`src/rtl/rc4_pkg.sv`:
```
// rc4_pkg: shared state encoding and plaintext character rules for the RC4 stages.
package rc4_pkg;
  typedef enum logic [3:0] {
    IDLE, RD_I, CAP_I, RD_J, CAP_J, WR_I, WR_J, RD_F, CAP_F, WR_D, DONE, CHECK
  } state_t;
  localparam logic [7:0] ASCII_SPACE = 8'h20;
  localparam logic [7:0] ASCII_LO = 8'h61;
  localparam logic [7:0] ASCII_HI = 8'h7A;
  function automatic logic is_valid_char(input logic [7:0] b);
    return b == ASCII_SPACE || (b >= ASCII_LO && b <= ASCII_HI);
  endfunction
endpackage

```
`src/rtl/ram_decryptor_if.sv`:
```
// ram_decryptor_if: S-RAM, encrypted ROM and decrypted RAM ports of the decryptor.
interface ram_decryptor_if #(
  parameter int RAM_WIDTH = 8,
  parameter int RAM_LENGTH = 8,
  parameter int MSG_ADDR_WIDTH = 5
);
  logic [RAM_WIDTH-1:0] ram_out;
  logic [RAM_LENGTH-1:0] address;
  logic [RAM_WIDTH-1:0] ram_in;
  logic write_enable;
  logic [MSG_ADDR_WIDTH-1:0] enc_address;
  logic [RAM_WIDTH-1:0] enc_data;
  logic [MSG_ADDR_WIDTH-1:0] dec_address;
  logic [RAM_WIDTH-1:0] dec_data;
  logic dec_write_enable;
  modport master (
    input ram_out, enc_data,
    output address, ram_in, write_enable, enc_address, dec_address, dec_data, dec_write_enable
  );
  modport slave (
    output ram_out, enc_data,
    input address, ram_in, write_enable, enc_address, dec_address, dec_data, dec_write_enable
  );
endinterface

```
`src/rtl/trap_edge.sv`:
```
// trap_edge: registered one-cycle pulse on each rising edge of a level input.
module trap_edge (
  input  logic clk,
  input  logic reset,
  input  logic level,
  output logic pulse
);
  logic prev;
  always_ff @(posedge clk) begin
    if (reset) begin
      prev <= 1'b0;
      pulse <= 1'b0;
    end else begin
      prev <= level;
      pulse <= level & ~prev;
    end
  end
endmodule

```
`src/rtl/ram_decryptor.sv`:
```
// ram_decryptor: RC4 PRGA stage; swaps S, forms keystream and writes decrypted bytes.
module ram_decryptor
  import rc4_pkg::*;
#(
  parameter int RAM_WIDTH = 8,
  parameter int RAM_LENGTH = 8,
  parameter int MSG_LENGTH = 32,
  parameter int MSG_ADDR_WIDTH = 5,
  parameter int CHECK_ASCII = 1
) (
  input  logic clk,
  input  logic reset,
  input  logic start,
  output logic finished,
  output logic message_valid,
  ram_decryptor_if.master bus,
  output logic [7:0] iTap,
  output logic [7:0] jTap,
  output logic [MSG_ADDR_WIDTH-1:0] kTap,
  output logic [3:0] stateTap
);
  localparam logic [MSG_ADDR_WIDTH-1:0] K_LAST = MSG_ADDR_WIDTH'(MSG_LENGTH - 1);
  state_t state, nxt;
  logic start_edge, mv_n;
  logic [RAM_LENGTH-1:0] i, j, i_n, j_n, addr_n;
  logic [MSG_ADDR_WIDTH-1:0] k, k_n, enc_addr_n, dec_addr_n;
  logic [RAM_WIDTH-1:0] si, sj, f, enc_byte, si_n, sj_n, f_n, enc_n, ram_in_n, dec_data_n, dec_byte;
  trap_edge u_trap_edge (.clk(clk), .reset(reset), .level(start), .pulse(start_edge));
  assign dec_byte = f ^ enc_byte;
  always_comb begin
    nxt = state;
    i_n = i;
    j_n = j;
    k_n = k;
    si_n = si;
    sj_n = sj;
    f_n = f;
    enc_n = enc_byte;
    mv_n = message_valid;
    case (state)
      IDLE: if (start_edge) begin
        nxt = RD_I;
        i_n = RAM_LENGTH'(1);
        j_n = '0;
        k_n = '0;
        mv_n = 1'b0;
      end
      RD_I: nxt = CAP_I;
      CAP_I: begin
        nxt = RD_J;
        si_n = bus.ram_out;
        j_n = j + bus.ram_out;
      end
      RD_J: nxt = CAP_J;
      CAP_J: begin
        nxt = WR_I;
        sj_n = bus.ram_out;
        enc_n = bus.enc_data;
      end
      WR_I: nxt = WR_J;
      WR_J: nxt = RD_F;
      RD_F: nxt = CAP_F;
      CAP_F: begin
        nxt = WR_D;
        f_n = bus.ram_out;
      end
      WR_D: nxt = CHECK;
      // the byte is already written; decide abort, finish or next byte
      CHECK: if (CHECK_ASCII != 0 && !is_valid_char(dec_byte)) begin
        nxt = DONE;
        mv_n = 1'b0;
      end else if (k == K_LAST) begin
        nxt = DONE;
        mv_n = 1'b1;
      end else begin
        nxt = RD_I;
        k_n = k + 1'b1;
        i_n = i + 1'b1;
      end
      default: nxt = IDLE;
    endcase
    // outputs are registered from the next state so they hold while in that state
    addr_n = (nxt == RD_I || nxt == WR_I) ? i_n :
             (nxt == RD_J || nxt == WR_J) ? j_n :
             (nxt == RD_F) ? si_n + sj_n : bus.address;
    ram_in_n = nxt == WR_I ? sj_n : nxt == WR_J ? si_n : bus.ram_in;
    enc_addr_n = nxt == RD_I ? k_n : bus.enc_address;
    dec_addr_n = nxt == WR_D ? k_n : bus.dec_address;
    dec_data_n = nxt == WR_D ? f_n ^ enc_n : bus.dec_data;
  end
  always_ff @(posedge clk) begin
    if (reset) begin
      state <= IDLE;
      {i, j, k, si, sj, f, enc_byte} <= '0;
      {finished, message_valid, iTap, jTap, kTap, stateTap} <= '0;
      {bus.address, bus.ram_in, bus.write_enable} <= '0;
      {bus.enc_address, bus.dec_address, bus.dec_data, bus.dec_write_enable} <= '0;
    end else begin
      state <= nxt;
      {i, j, k, si, sj, f, enc_byte} <= {i_n, j_n, k_n, si_n, sj_n, f_n, enc_n};
      finished <= nxt == DONE;
      message_valid <= mv_n;
      iTap <= i_n;
      jTap <= j_n;
      kTap <= k_n;
      stateTap <= nxt;
      bus.address <= addr_n;
      bus.ram_in <= ram_in_n;
      bus.write_enable <= nxt == WR_I || nxt == WR_J;
      bus.enc_address <= enc_addr_n;
      bus.dec_address <= dec_addr_n;
      bus.dec_data <= dec_data_n;
      bus.dec_write_enable <= nxt == WR_D;
    end
  end
endmodule

```
`src/flat_wrapper.sv`:
```
// flat-port wrapper written by rule: the top's interface ports become plain ports
module ram_decryptor_flat import rc4_pkg::*;
#(
  parameter int RAM_WIDTH = 8,
  parameter int RAM_LENGTH = 8,
  parameter int MSG_LENGTH = 32,
  parameter int MSG_ADDR_WIDTH = 5,
  parameter int CHECK_ASCII = 1
)
  (clk, reset, start, finished, message_valid, iTap, jTap, kTap, stateTap, bus_ram_out, bus_enc_data, bus_address, bus_ram_in, bus_write_enable, bus_enc_address, bus_dec_address, bus_dec_data, bus_dec_write_enable);
  ram_decryptor_if #(.RAM_WIDTH(RAM_WIDTH), .RAM_LENGTH(RAM_LENGTH), .MSG_ADDR_WIDTH(MSG_ADDR_WIDTH)) bus_i ();
  input  logic clk;
  input  logic reset;
  input  logic start;
  output logic finished;
  output logic message_valid;
  output logic [7:0] iTap;
  output logic [7:0] jTap;
  output logic [MSG_ADDR_WIDTH-1:0] kTap;
  output logic [3:0] stateTap;
  input wire logic [$bits(bus_i.ram_out)-1:0] bus_ram_out;
  input wire logic [$bits(bus_i.enc_data)-1:0] bus_enc_data;
  output wire logic [$bits(bus_i.address)-1:0] bus_address;
  output wire logic [$bits(bus_i.ram_in)-1:0] bus_ram_in;
  output wire logic [$bits(bus_i.write_enable)-1:0] bus_write_enable;
  output wire logic [$bits(bus_i.enc_address)-1:0] bus_enc_address;
  output wire logic [$bits(bus_i.dec_address)-1:0] bus_dec_address;
  output wire logic [$bits(bus_i.dec_data)-1:0] bus_dec_data;
  output wire logic [$bits(bus_i.dec_write_enable)-1:0] bus_dec_write_enable;
  assign bus_i.ram_out = bus_ram_out;
  assign bus_i.enc_data = bus_enc_data;
  assign bus_address = bus_i.address;
  assign bus_ram_in = bus_i.ram_in;
  assign bus_write_enable = bus_i.write_enable;
  assign bus_enc_address = bus_i.enc_address;
  assign bus_dec_address = bus_i.dec_address;
  assign bus_dec_data = bus_i.dec_data;
  assign bus_dec_write_enable = bus_i.dec_write_enable;
  ram_decryptor #(.RAM_WIDTH(RAM_WIDTH), .RAM_LENGTH(RAM_LENGTH), .MSG_LENGTH(MSG_LENGTH), .MSG_ADDR_WIDTH(MSG_ADDR_WIDTH), .CHECK_ASCII(CHECK_ASCII)) u_core (.clk(clk), .reset(reset), .start(start), .finished(finished), .message_valid(message_valid), .bus(bus_i), .iTap(iTap), .jTap(jTap), .kTap(kTap), .stateTap(stateTap));
endmodule
```
`config.mk`:
```
export PLATFORM = sky130hd
export DESIGN_NAME = ram_decryptor_flat
export DESIGN_NICKNAME = d
export VERILOG_FILES = /design/src/rtl/rc4_pkg.sv /design/src/rtl/ram_decryptor_if.sv /design/src/rtl/trap_edge.sv /design/src/rtl/ram_decryptor.sv /design/src/flat_wrapper.sv
export SDC_FILE = /design/constraint.sdc
export NUM_CORES = 1
export LEC_CHECK = 0
export CORE_AREA = 10 10 105 107
export DETAILED_ROUTE_END_ITERATION = 12
export DIE_AREA = 0 0 115 117
export GPL_ROUTABILITY_DRIVEN = 0
export PLACE_DENSITY = 0.81
export SYNTH_ARGS = -nofsm -noshare
export SYNTH_HDL_FRONTEND = slang
export SYNTH_SLANG_ARGS = --single-unit
```
`constraint.sdc`:
```
create_clock -name clk -period 5.1 [get_ports clk]
set_clock_uncertainty 0.2 [all_clocks]
set_input_delay 0.765 -clock clk [delete_from_list [all_inputs] [get_ports clk]]
set_output_delay 0.765 -clock clk [all_outputs]
set_load 0.005 [all_outputs]
```
Word-level counts from Yosys, hierarchy flattened
Index checks and enable logic that the tools add are counted.
{ "word_totals": {"regBits": 97, "elab_cells": 87, "out_inout_bits": 63} }
{ "op_classes": {"n_reduce_logical": 10, "bitwise_logic": 4, "mux": 27, "addsub": 4, "eq_ne": 21, "n_lt_le_gt_ge": 2} }
{ "ops": {"columns": ["op", "n"], "rows": [
  ["$mux 8", 13],
  ["$pmux 4 s11", 1],
  ["$pmux 8 s2", 2],
  ["$eq 4x3->1 const B", 7],
  ["$eq 4x4->1 const B", 5],
  ["$add 8x8->8", 2],
  ["$xor 8x8->8", 2],
  ["$mux 5", 3],
  ["$eq 4x2->1 const B", 3],
  ["$mux 4", 3],
  ["$pmux 5 s2", 1],
  ["$add 8x1->8 const B", 1],
  ["$eq 4x1->1 const B", 2],
  ["$eq 8x6->1 const B", 1],
  ["$ge 8x7->1 const B", 1],
  ["$le 8x7->1 const B", 1],
  ["$add 5x1->5 const B", 1],
  ["$eq 5x5->1 const B", 1],
  ["$logic_not 4->1", 1],
  ["$logic_or 1x1->1", 4],
  ["$reduce_bool 2->1", 2],
  ["$mux 1", 3],
  ["$ne 3x3->1 const B", 1],
  ["$reduce_and 3->1", 1],
  ["other kinds (6)", 6]
]} }

Logic depth before layout (Yosys ltp)
Gate-level depths: netlist of run 1.
{ "logic_depth": {"word_depth": 10, "mapped_depth": 17, "depth_no_buf": 15} }

Modules after synthesis
Synthesis of run 1 repeated with hierarchy kept, for this count alone.
{ "hier_totals": {"cells_unflattened": 605, "hier_area_um2": 5009.8} }
{ "by_module_without_submodules": {"columns": ["module", "cells_per_inst", "area_each_um2", "seq_area_each_um2", "n_inst"], "rows": [
  ["ram_decryptor", 601, 4951.0, 1901.8, 1],
  ["trap_edge", 4, 58.8, 40.0, 1]
]} }

Worst setup path after synthesis of run 1
OpenSTA, ideal clock, no wires.
{ "synth_timing": {"kind": "register to register", "startpoint": "register u_core.state[0]", "endpoint": "register u_core.bus.address[7]", "synth_period_minus_slack_ps": 3322, "path_buffers": 2, "t_arrival_ps": 3005, "slack_ps": 1778, "stages_incl_launch_ff": 16, "cell_sequence": "dfxtp_1 buf_2 nand2b_1 nand2b_1 buf_2 mux2i_1 inv_1 ha_1 a21oi_1 o211ai_1 nor4_1 nor3_1 xnor2_1 a21oi_1 nand3_1 a22o_1"} }
{ "synth_between": {"elab_chain_cells": 6, "elab_cells_between_ends": 29} }
{ "synth_rtl": {"columns": ["element", "line_no", "rtl"], "rows": [
  ["from (decl)", "ram_decryptor.sv:23", "state_t state, nxt;"],
  ["from (signal assigned)", "ram_decryptor.sv:99", "state <= nxt;"],
  ["$eq 4x2->1", "ram_decryptor.sv:40", "case (state)"],
  ["$mux 8", "ram_decryptor.sv:40", null],
  ["net u_core.si_n[1]", "ram_decryptor.sv:27", "logic [RAM_WIDTH-1:0] si, sj, f, enc_byte, si_n, sj_n, f_n, enc_n, ram_in_n, dec_data_n, dec_byte;"],
  ["$add 8x8->8", "ram_decryptor.sv:85", "(nxt == RD_F) ? si_n + sj_n : bus.address;"],
  ["$mux 8", "ram_decryptor.sv:85", null],
  ["$mux 8", "ram_decryptor.sv:84", "(nxt == RD_J || nxt == WR_J) ? j_n :"],
  ["$mux 8", "ram_decryptor.sv:83", "addr_n = (nxt == RD_I || nxt == WR_I) ? i_n :"],
  ["to (signal assigned)", "ram_decryptor.sv:107", "bus.address <= addr_n;"],
  ["to (decl)", "ram_decryptor_if.sv:18", "output address, ram_in, write_enable, enc_address, dec_address, dec_data, dec_write_enable"]
]} }
The timed path passes the listed nets, and every way through them passes these cells. The select of a mux whose other input is x is not followed.
A chain may end at the register's enable or synchronous reset.

Worst setup path after layout of run 1
Same ends and word-level chain as after synthesis.

==> impl_results.md, run 1 <==
- Maximum clock rate: 0.252 GHz
- Num rows: 35
- Vias in the first global route: 4,050
- Peak VDD IR: 0.000196 V
- Int Power: 1.17 mW
- EDFF count, synth: 0
- Status: finished, final reports clean
- Largest net degree at the start of global routing: 64
- Switching part of the total: 31.5%
- I/O Pins: 82
- Worst path arrival time: 4.03 ns
- CTS resizes: 0
- Worst-margin pin slew: 1.14 ns
- Max-slew violation count: 0
- Top post-synthesis cells by area: dfxtp_1, nand2_1, a21oi_1
- Drt drc: 0
- Clk buf depth: 2
- Finished Cell Area: 5850 um^2
- Drt first pass iters: 5
- Fraction of layout cells with a size suffix above 1: 5.30%
- Share of power burned in registers: 49.0%
- Final setup vio count: 0
- Post-CTS Hold Buffers: 0
- CTS tree: done
- Effective utilization at floorplan: 53.3%
- Final Hold Viols: 0
- Netlist Area Pre-Place: 4810 um^2
- Synth warnings: 0
- Via/cell ratio: 5.74
- DR WL/cell: 16.7 um
- Max FO, Critical Path: 15
- Distinct cells, synth: 63
- Vias: 4,324
- Ant. Diodes: 0
- Max-cap violations: 0
- Worst Setup Start Kind: register
- Die ar.: 13,500 um^2
- Die W: 115 um
- Total track usage: 18.4%
- Yosys top cell area share: 40.4%
- Psw: 540 uW
- Setup crit end kind: register
- P_leak: 2.27 nW
- Final net count: 674
- Postcts setup bufs: 0
- Main flop type after synthesis: dfxtp_1
- ANT nets after route: 0
- Area leader, netlist: dfxtp_1
- Core area: 9020 um^2
- Final worst path period share: 77.9%
- Chip height: 117 um
- Total routed wirelength: 12,600 um
- CTS H-tree depth: 3
- #FFs+latches synth: 97
- CP required: 5.16 ns
- # clock sinks: 97
- Post-synthesis instance total: 571
- Comb pwr share: 23.6%
- Synth cell count leaders: dfxtp_1, nand2_1, nor2_1
- Slew HR: 23.8%
- Most common cell in the netlist: dfxtp_1
- Initial antenna violation count: 0
- RSZ-0062 raised after global routing: no
- GRT overflow: 0
- Sequential share of the synthesized area: 40.4%
- Placed inst area: 5670 um^2
- Async set or reset register ratio after synthesis: 0%
- CTS buffer count: 9
- Iteration-0 DRC count of the detailed router: 291
- Period minus WS final: 3.97 ns
- Root Driver: clkbuf_8
- Clk slew on worst S/H paths: 0.09 ns
- Synthesis-to-layout area growth: 21.5%
- Dpl hpwl: 9260 um
- Avg Inst Size Synth: 8.43 um^2
- Pwr per Cell Area: 293 nW/um^2
- Clock latency on the worst-skew pair: 0.37 ns
- Synthesized net count: 608
- Total negative slack: 0 ns
- Hold Path Class: reg2reg
- Clock share of power: 27.4%
- Buffers on Ports: 81
- CP Class: reg2reg
- First-pass GRT wire length: 20,300 um
[worst paths after layout]
check	slack, ns	startpoint	depth (start not counted)	end
min reg2reg	0.21	u_core.u_trap_edge.prev$_SDFF_PP0_	1	u_core.u_trap_edge.pulse$_SDFF_PP0_
max reg2reg	1.13	u_core.state[0]$_SDFF_PP0_	14	u_core.bus.address[7]$_SDFFE_PP0P_
max	1.13	u_core.state[0]$_SDFF_PP0_	14	u_core.bus.address[7]$_SDFFE_PP0P_
min	0.21	u_core.u_trap_edge.prev$_SDFF_PP0_	1	u_core.u_trap_edge.pulse$_SDFF_PP0_
[cell families (layout without fill, tap and decap cells)]
| family | count (synthesis) | count (layout) | synth area share [%] |
|---|---|---|---|
| xor+xnor | 31 | 31 | 5.95 |
| simple gates | 226 | 226 | 22.2 |
| buf+inv | 43 | 114 | 3.72 |
| mux | 18 | 18 | 3.74 |
| flops | 97 | 97 | 40.4 |
| fa+ha+maj | 18 | 18 | 4.99 |
| compound gates | 138 | 138 | 19.0 |
[stage by stage]
| step | std cells | setup slack, ns | utilization (%) | hold WS, ns | total power, mW |
|---|---|---|---|---|---|
| after global placement | 737 | 1.36 | 62.8 | 0.189 | 1.24 |
| after floorplan | 571 | 1.78 | - | 0.167 | 1.11 |
| final | 753 | 1.13 | 64.8 | 0.214 | 1.71 |
| after global routing | 753 | 0.825 | 64.8 | 0.228 | 1.80 |
| after detailed placement | 737 | 1.23 | 62.8 | 0.196 | 1.26 |
| after CTS | 753 | 1.18 | 64.8 | 0.214 | 1.72 |
[cell usage in the layout, fill, tap and decap left out, types with 3 or more instances in the layout]
cell,synthesis,routed
a211oi_1,8,8
a21boi_0,3,3
a21o_1,7,7
a21oi_1,51,51
a221oi_1,4,4
a22oi_1,4,4
a31oi_1,4,4
and3_1,6,6
and4_1,4,4
buf_4,0,4
clkbuf_8,0,9
clkdlybuf4s50_1,0,80
dfxtp_1,97,97
ha_1,16,16
inv_1,13,13
mux2i_1,18,18
nand2_1,87,87
nand2b_1,5,5
nand3_1,16,16
nand3b_1,3,3
nand4_1,3,3
nor2_1,62,62
nor2b_1,7,7
nor3_1,11,10
nor3b_1,3,3
o211ai_1,11,11
o21a_1,7,7
o21ai_0,16,16
o21bai_1,3,3
or3_1,4,4
xnor2_1,20,20
xor2_1,9,9
[final cells by class]
class                   instances  area [um^2]
clock buffers                  10          128
clock inverters                 6         52.6
fillers                       749         3170
inverters                      13         48.8
multi-input cells             431         2700
flip-flops and latches         97         1940
well taps                     111          139
repair buffers                 85          836
[power by group through the flow]
stage	clock network, mW	logic (mW)	registers [mW]
after floorplan	0	0.264	0.845
after global placement	0	0.389	0.855
after detailed placement	0	0.400	0.857
after CTS	0.474	0.403	0.840
after global routing	0.505	0.445	0.846
final	0.468	0.404	0.839
[flip-flops by register name (all words and copies together) (netlist names)]
signal and count:
u_core.u_trap_edge.prev 1, u_core.u_trap_edge.pulse 1, u_core.sj 8, u_core.k 5, u_core.bus.dec_address 5, u_core.bus.ram_in 8
u_core.bus.address 8, u_core.bus.enc_address 5, u_core.f 8, u_core.enc_byte 8, u_core.bus.dec_data 8, u_core.finished 1
u_core.si 8, u_core.bus.dec_write_enable 1, u_core.bus.write_enable 1, u_core.message_valid 1, u_core.j 8, u_core.state 4
u_core.i 8
[critical path, stage by stage (launching register included)]
cell      delay, ns
dfxtp_1        0.66
nand2b_1       0.27
nand2b_1       0.47
buf_4          0.28
mux2i_1        0.35
inv_1          0.09
ha_1           0.35
nand3_1        0.09
o211ai_1       0.23
nor4_1         0.08
nor3_1         0.24
xnor2_1        0.10
a21oi_1        0.15
nand3_1        0.09
a22o_1         0.20
[per-layer routing]
layer,GRT usage [%],wire length (um)
met3,4.79,1000
met1,23.9,5470
met2,28.3,5720
met5,0,0
met4,7.76,380
Power figures use the tool's default switching activity.
==> inputs of run 2 (changes only) <==
Settings changed: CORE_AREA 10 10 105 107 to 10 10 107 109, DIE_AREA 0 0 115 117 to 0 0 117 119, PLACE_DENSITY 0.81 to 0.78.
Clock period 5.1 ns to 4.1 ns, I/O delays scaled along.
==> run 2 against run 1 <==
Net effect:
- sequential power is 23% higher
- worst setup slack got worse by 0.67 ns
- routed wire length grew 3.9%
- clock power grew 54%
- non-clock buffer count grew 4
- cell area increased by 1.6%
- clock-buffer cell count fell by 1
- sequential cell count did not move
- via count increased by 1.3%
- critical path depth unchanged
- first-iteration DRC count increased by 25%
- worst hold slack got worse by 0.016 ns
==> impl_results.md, run 2 (synthesized netlist as in run 1, its figures left out) <==
- Status: finished, final reports clean
- Fraction of layout cells with a size suffix above 1: 6.04% (+0.74 points)
- Hold Path Class: reg2reg
- Final worst path period share: 88.9% (+11 points)
- Dpl cells: 744 (+0.95%)
- Psw: 687 uW (+27%)
- Int Power: 1.59 mW (+36%)
- Total negative slack: 0 ns (unchanged)
- Worst Setup Start Kind: register
- Clock latency on the worst-skew pair: 0.37 ns (about the same)
- Placed inst area: 5710 um^2 (+0.71%)
- Ant. Diodes: 0 (unchanged)
- CTS resizes: 0 (unchanged)
- Vias: 4,381 (+1.3%)
- Worst reg2reg path startpoint: u_core.state[3]$_SDFF_PP0_
- Final std cells w/o fill: 760 (+0.93%)
- Place WS: 0.459 ns (-0.768 ns)
- Maximum clock rate: 0.274 GHz (+9.0%)
- I/O Pins: 82 (unchanged)
- Most common cell after layout, fill and taps aside: dfxtp_1
- Final setup vio count: 0 (unchanged)
- # clock sinks: 97 (unchanged)
- Buffers on Ports: 81 (unchanged)
- Dpl hpwl: 9480 um (+2.4%)
- Largest net degree at the start of global routing: 81 (+27%)
- GRT overflow: 0 (unchanged)
- Num rows: 36 (+2.9%)
- Post-CTS Hold Buffers: 0 (unchanged)
- Finished Cell Area: 5940 um^2 (+1.6%)
- Iteration-0 DRC count of the detailed router: 364 (+25%)
- R2R Path End: u_core.bus.address[7]$_SDFFE_PP0P_
- P_leak: 2.31 nW (+2.0%)
- Via/cell ratio: 5.76 (+0.39%)
- Clk slew on worst S/H paths: 0.10 ns (about the same)
- Critical Path Start: u_core.state[3]$_SDFF_PP0_
- CP required: 4.17 ns (-0.99 ns)
- Die ar.: 13,900 um^2 (+3.5%)
- Pwr per Cell Area: 384 nW/um^2 (+31%)
- Total routed wirelength: 13,100 um (+3.9%)
- Share of power burned in registers: 45.3% (-3.7 points)
- WHS: 0.199 ns (-0.0157 ns)
- CP Class: reg2reg
- First-pass GRT wire length: 21,300 um (+4.9%)
- Period minus WS final: 3.65 ns (-0.329 ns)
- RSZ-0062 raised after global routing: no
- Root Driver: clkbuf_8
- Final Util: 62.8% (-2.0 points)
- Total track usage: 18.6% (+0.20 points)
- Postcts setup bufs: 0 (unchanged)
- Initial antenna violation count: 0 (unchanged)
- Chip height: 119 um (+1.7%)
- Synthesis-to-layout area growth: 23.4%
- Clk buf depth: 2 (unchanged)
- ANT nets after route: 0 (unchanged)
- CTS H-tree depth: 3 (unchanged)
- Setup crit end kind: register
- Design Power: 2.28 mW (+33%)
- Commonest non-fill, non-tap cells in the layout: dfxtp_1, nand2_1, clkdlybuf4s50_1, nor2_1, a21oi_1
- DR WL/cell: 17.2 um (+2.9%)
- Comb pwr share: 23.0% (-0.6 points)
- CTS buffer count: 9 (unchanged)
- Core area: 9460 um^2 (+4.9%)
- Max-slew violation count: 0 (unchanged)
- Die W: 117 um (+1.7%)
- CTS tree: done
- Worst path arrival time: 3.72 ns (-0.31 ns)
- R2R Setup Slk: 0.45 ns (-0.67 ns)
- Switching part of the total: 30.2% (-1.4 points)
- Slew HR: 40.6% (+17 points)
- Final Hold Viols: 0 (unchanged)
- Drt first pass iters: 5 (unchanged)
- Effective utilization at floorplan: 50.9% (-2.5 points)
- Worst Setup EP: u_core.bus.address[7]$_SDFFE_PP0P_
- Final net count: 678 (+0.59%)
- Max-cap violations: 0 (unchanged)
- Worst-margin pin slew: 0.888 ns (-0.255 ns)
- Drt drc: 0 (unchanged)
- R2R depth: 14 (unchanged)
- Final worst slack: 0.455 ns (-0.671 ns)
- Peak VDD IR: 0.000197 V (+0.60%)
- Vias in the first global route: 4,294 (+6.0%)
- Max FO, Critical Path: 17 (+2)
- Clock share of power: 31.6% (+4.2 points)
## run 2: cell count changes in the layout (fill, tap and decap cells not counted)
cell,before,now
clkinv_4,2,0
buf_4,4,8
bufinv_16,0,2
clkinvlp_4,2,1
nor3_2,2,1
inv_8,1,2
inv_6,1,2
clkbuf_1,1,0
nor3_4,0,1
## run 2: final cells by class
class,count,area [um^2]
Tap cell,114,143
Timing Repair Buffer,89,866
Clock buffer,9,124
Multi-Input combinational cell,431,2710
Fill cell,819,3520
Clock inverter,7,108
Inverter,13,48.8
Sequential cell,97,1940
## run 2: worst max-delay path, cell delays in order, from the launching register on
cell,delay [ns]
dfxtp_1,0.73
nor4b_2,0.10
buf_4,0.25
nand2_1,0.13
a21boi_0,0.50
inv_1,0.10
ha_1,0.30
a21oi_1,0.23
o211ai_1,0.14
nor4_1,0.19
nor3_1,0.11
xnor2_1,0.13
a21oi_1,0.15
nand3_1,0.09
a22o_1,0.20
## run 2: power by group through the flow
stage / sequential (mW) / combinational [mW] / clock, mW
after floorplan: 1.05 / 0.329 / 0
after global placement: 1.05 / 0.507 / 0
after detailed placement: 1.05 / 0.521 / 0
after CTS: 1.03 / 0.524 / 0.734
after global routing: 1.04 / 0.583 / 0.771
final: 1.03 / 0.525 / 0.721
## run 2: how the worst min path moves through the flow
| stage | depth (start not counted) | from | slack (ns) | end |
|---|---|---|---|---|
| global route | 1 | u_core.u_trap_edge.prev$_SDFF_PP0_ | 0.22 | u_core.u_trap_edge.pulse$_SDFF_PP0_ |
| global placement | 1 | u_core.u_trap_edge.prev$_SDFF_PP0_ | 0.17 | u_core.u_trap_edge.pulse$_SDFF_PP0_ |
| finish | 1 | u_core.u_trap_edge.prev$_SDFF_PP0_ | 0.20 | u_core.u_trap_edge.pulse$_SDFF_PP0_ |
| detailed placement | 1 | u_core.u_trap_edge.prev$_SDFF_PP0_ | 0.19 | u_core.u_trap_edge.pulse$_SDFF_PP0_ |
| CTS | 1 | u_core.u_trap_edge.prev$_SDFF_PP0_ | 0.20 | u_core.u_trap_edge.pulse$_SDFF_PP0_ |
| floorplan | 1 | u_core.u_trap_edge.prev$_SDFF_PP0_ | 0.17 | u_core.u_trap_edge.pulse$_SDFF_PP0_ |
## run 2: routing by layer
metal / up-vias / share of wire [%] / wire length (um) / GRT usage (%)
li1: 2151 / - / - / -
met1: 2056 / 43 / 5670 / 24.2
met2: 153 / 47 / 6180 / 29.7
met3: 21 / 7.5 / 978 / 4.12
met4: 0 / 1.7 / 228 / 6.26
met5: - / 0 / 0 / 0
==> inputs of run 3 (changes only) <==
Settings changed: CORE_AREA 10 10 107 109 to 2 2 99 101, CTS_CLUSTER_SIZE set to 8, DIE_AREA 0 0 117 119 to 0 0 101 103.
==> run 3 against run 2 <==
Net effect:
- critical endpoint unchanged
- sequential share of layout area hardly changed
- total power up 0.96%
- final cell count shrank 0.13%
==> impl_results.md, run 3 (synthesized netlist as in run 1, its figures left out) <==
- Final net count: 677 (-0.15%)
- Setup crit end kind: register
- Origin of the worst min-delay path: u_core.u_trap_edge.prev$_SDFF_PP0_
- Initial antenna violation count: 0 (unchanged)
- Max FO, Critical Path: 15 (-2)
- CP peak stage delay: 0.70 ns (-0.03 ns)
- Worst Setup Start Kind: register
- ANT nets after route: 0 (unchanged)
- Buffers on Ports: 81 (unchanged)
- Commonest non-fill, non-tap cells in the layout: dfxtp_1, nand2_1, clkdlybuf4s50_1, nor2_1, a21oi_1
- Most common cell after layout, fill and taps aside: dfxtp_1
- Dpl hpwl: 8810 um (-7.0%)
- Core area: 9460 um^2 (unchanged)
- Final worst path period share: 93.9% (+5.0 points)
- Worst path slowest cell: dfxtp_1
- R2R depth: 13 (-1)
- Num rows: 36 (unchanged)
- Postcts setup bufs: 0 (unchanged)
- Critical Path Start: u_core.state[1]$_SDFF_PP0_
- Drt first pass iters: 5 (unchanged)
- Synthesis-to-layout area growth: 23.5% (about the same)
- First-pass GRT wire length: 19,400 um (-9.1%)
- Post-CTS Hold Buffers: 0 (unchanged)
- I/O Pins: 82 (unchanged)
- Total track usage: 23.6% (+5.0 points)
- CP required: 4.17 ns (about the same)
- Dpl cells: 743 (-0.13%)
- CP Class: reg2reg
- Status: finished, final reports clean
- Die ar.: 10,400 um^2 (-25%)
- Final setup vio count: 0 (unchanged)
- Chip height: 103 um (-13%)
- # clock sinks: 97 (unchanged)
- Worst-margin pin slew: 0.900 ns (+0.0115 ns)
- Via/cell ratio: 5.74 (-0.37%)
- Vias: 4,359 (-0.50%)
- Slew HR: 39.8% (-0.77 points)
- Total negative slack: 0 ns (unchanged)
- P_leak: 2.31 nW (about the same)
- Peak VDD IR: 0.000229 V (+16%)
- Max-cap violations: 0 (unchanged)
- Final std cells w/o fill: 759 (-0.13%)
- Vias in the first global route: 3,851 (-10%)
- Worst reg2reg path startpoint: u_core.state[1]$_SDFF_PP0_
- RSZ-0062 raised after global routing: no
- Drt drc: 0 (unchanged)
- Clock latency on the worst-skew pair: 0.37 ns (about the same)
- CTS tree: done
- CTS H-tree depth: 3 (unchanged)
- DR WL/cell: 16.1 um (-6.5%)
- Period minus WS final: 3.85 ns (+0.206 ns)
- Die W: 101 um (-14%)
- CTS buffer count: 9 (unchanged)
- R2R Path End: u_core.bus.address[7]$_SDFFE_PP0P_
- R2R Setup Slk: 0.25 ns (-0.21 ns)
- Clk buf depth: 2 (unchanged)
- Largest net degree at the start of global routing: 82 (+1.2%)
- Maximum clock rate: 0.260 GHz (-5.4%)
- Clk slew on worst S/H paths: 0.09 ns (about the same)
- Fraction of layout cells with a size suffix above 1: 5.74% (-0.30 points)
- Hold Path Class: reg2reg
- Effective utilization at floorplan: 50.9% (unchanged)
- Ant. Diodes: 0 (unchanged)
- Max-slew violation count: 0 (unchanged)
- Worst path arrival time: 3.92 ns (+0.20 ns)
- Root Driver: clkbuf_8
- Pwr per Cell Area: 387 nW/um^2 (+0.90%)
- GRT overflow: 0 (unchanged)
- WHS: 0.197 ns (-0.00216 ns)
- Design Power: 2.30 mW (+0.96%)
- Final Hold Viols: 0 (unchanged)
- Crit-path cells: nand2b_1 > nand2b_1 > mux2i_1 > inv_1 > ha_1 > a21oi_1 > o211ai_1 > nor4_1 > nor3_1 > xnor2_1 > a21oi_1 > nand3_1 > a22o_1
- CTS resizes: 0 (unchanged)
- Worst Setup EP: u_core.bus.address[7]$_SDFFE_PP0P_
- Total routed wirelength: 12,200 um (-6.6%)
- Iteration-0 DRC count of the detailed router: 297 (-18%)
## run 3: cell types whose count changed in the layout (fill, tap and decap cells not counted)
cell	delta
buf_4	-1
inv_6	-1
clkinv_4	+1
clkbuf_1	+1
bufinv_16	+1
inv_8	-2
## run 3: layout make-up
cell class / count / area (um^2)
clock buffers: 10 / 128
clock inverters: 6 / 115
multi-input cells: 431 / 2710
fillers: 800 / 3520
well taps: 114 / 143
repair buffers: 88 / 858
inverters: 13 / 48.8
flip-flops and latches: 97 / 1940
## run 3: worst min-delay path by stage
stage	to	slack, ns	depth (start not counted)
after global routing	u_core.u_trap_edge.pulse$_SDFF_PP0_	0.21	1
after CTS	u_core.u_trap_edge.pulse$_SDFF_PP0_	0.20	1
after floorplan	u_core.u_trap_edge.pulse$_SDFF_PP0_	0.17	1
final	u_core.u_trap_edge.pulse$_SDFF_PP0_	0.20	1
after detailed placement	u_core.u_trap_edge.pulse$_SDFF_PP0_	0.19	1
after global placement	u_core.u_trap_edge.pulse$_SDFF_PP0_	0.18	1
## run 3: worst max-delay path, delay by kind of cell, from the launching register on
kind | cells | cell delay (ns)
adder cells (fa/ha/maj) | 1 | 0.28
multiplexers | 1 | 0.46
flip-flops | 1 | 0.70
buffers and inverters | 1 | 0.09
AND/OR/NAND/NOR | 5 | 1.10
AO/OA/AOI/OAI | 4 | 0.77
XOR/XNOR | 1 | 0.14
## run 3: stage by stage
| step | area [um^2] | utilization, % | setup slack, ns |
|---|---|---|---|
| floorplan | 4810 | - | 0.778 |
| global placement | 5700 | 60.3 | 0.573 |
| detailed placement | 5700 | 60.3 | 0.338 |
| CTS | 5940 | 62.8 | 0.310 |
| global route | 5940 | 62.8 | 0.00136 |
| finish | 5940 | 62.8 | 0.248 |
## run 3: per-layer routing
| metal | global-route usage, % | share of wire, % | vias up |
|---|---|---|---|
| li1 | - | - | 2140 |
| met1 | 32.6 | 45 | 2032 |
| met2 | 37.9 | 47 | 169 |
| met3 | 4.41 | 6.6 | 18 |
| met4 | 7.07 | 1.3 | 0 |
| met5 | 0 | 0 | - |
## run 3: power by group
part           total [mW]  internal (mW)  leakage, nW  switching [mW]
Sequential           1.04          0.995        0.785          0.0456
Clock               0.751          0.409        0.117           0.343
Combinational       0.509          0.236         1.41           0.273
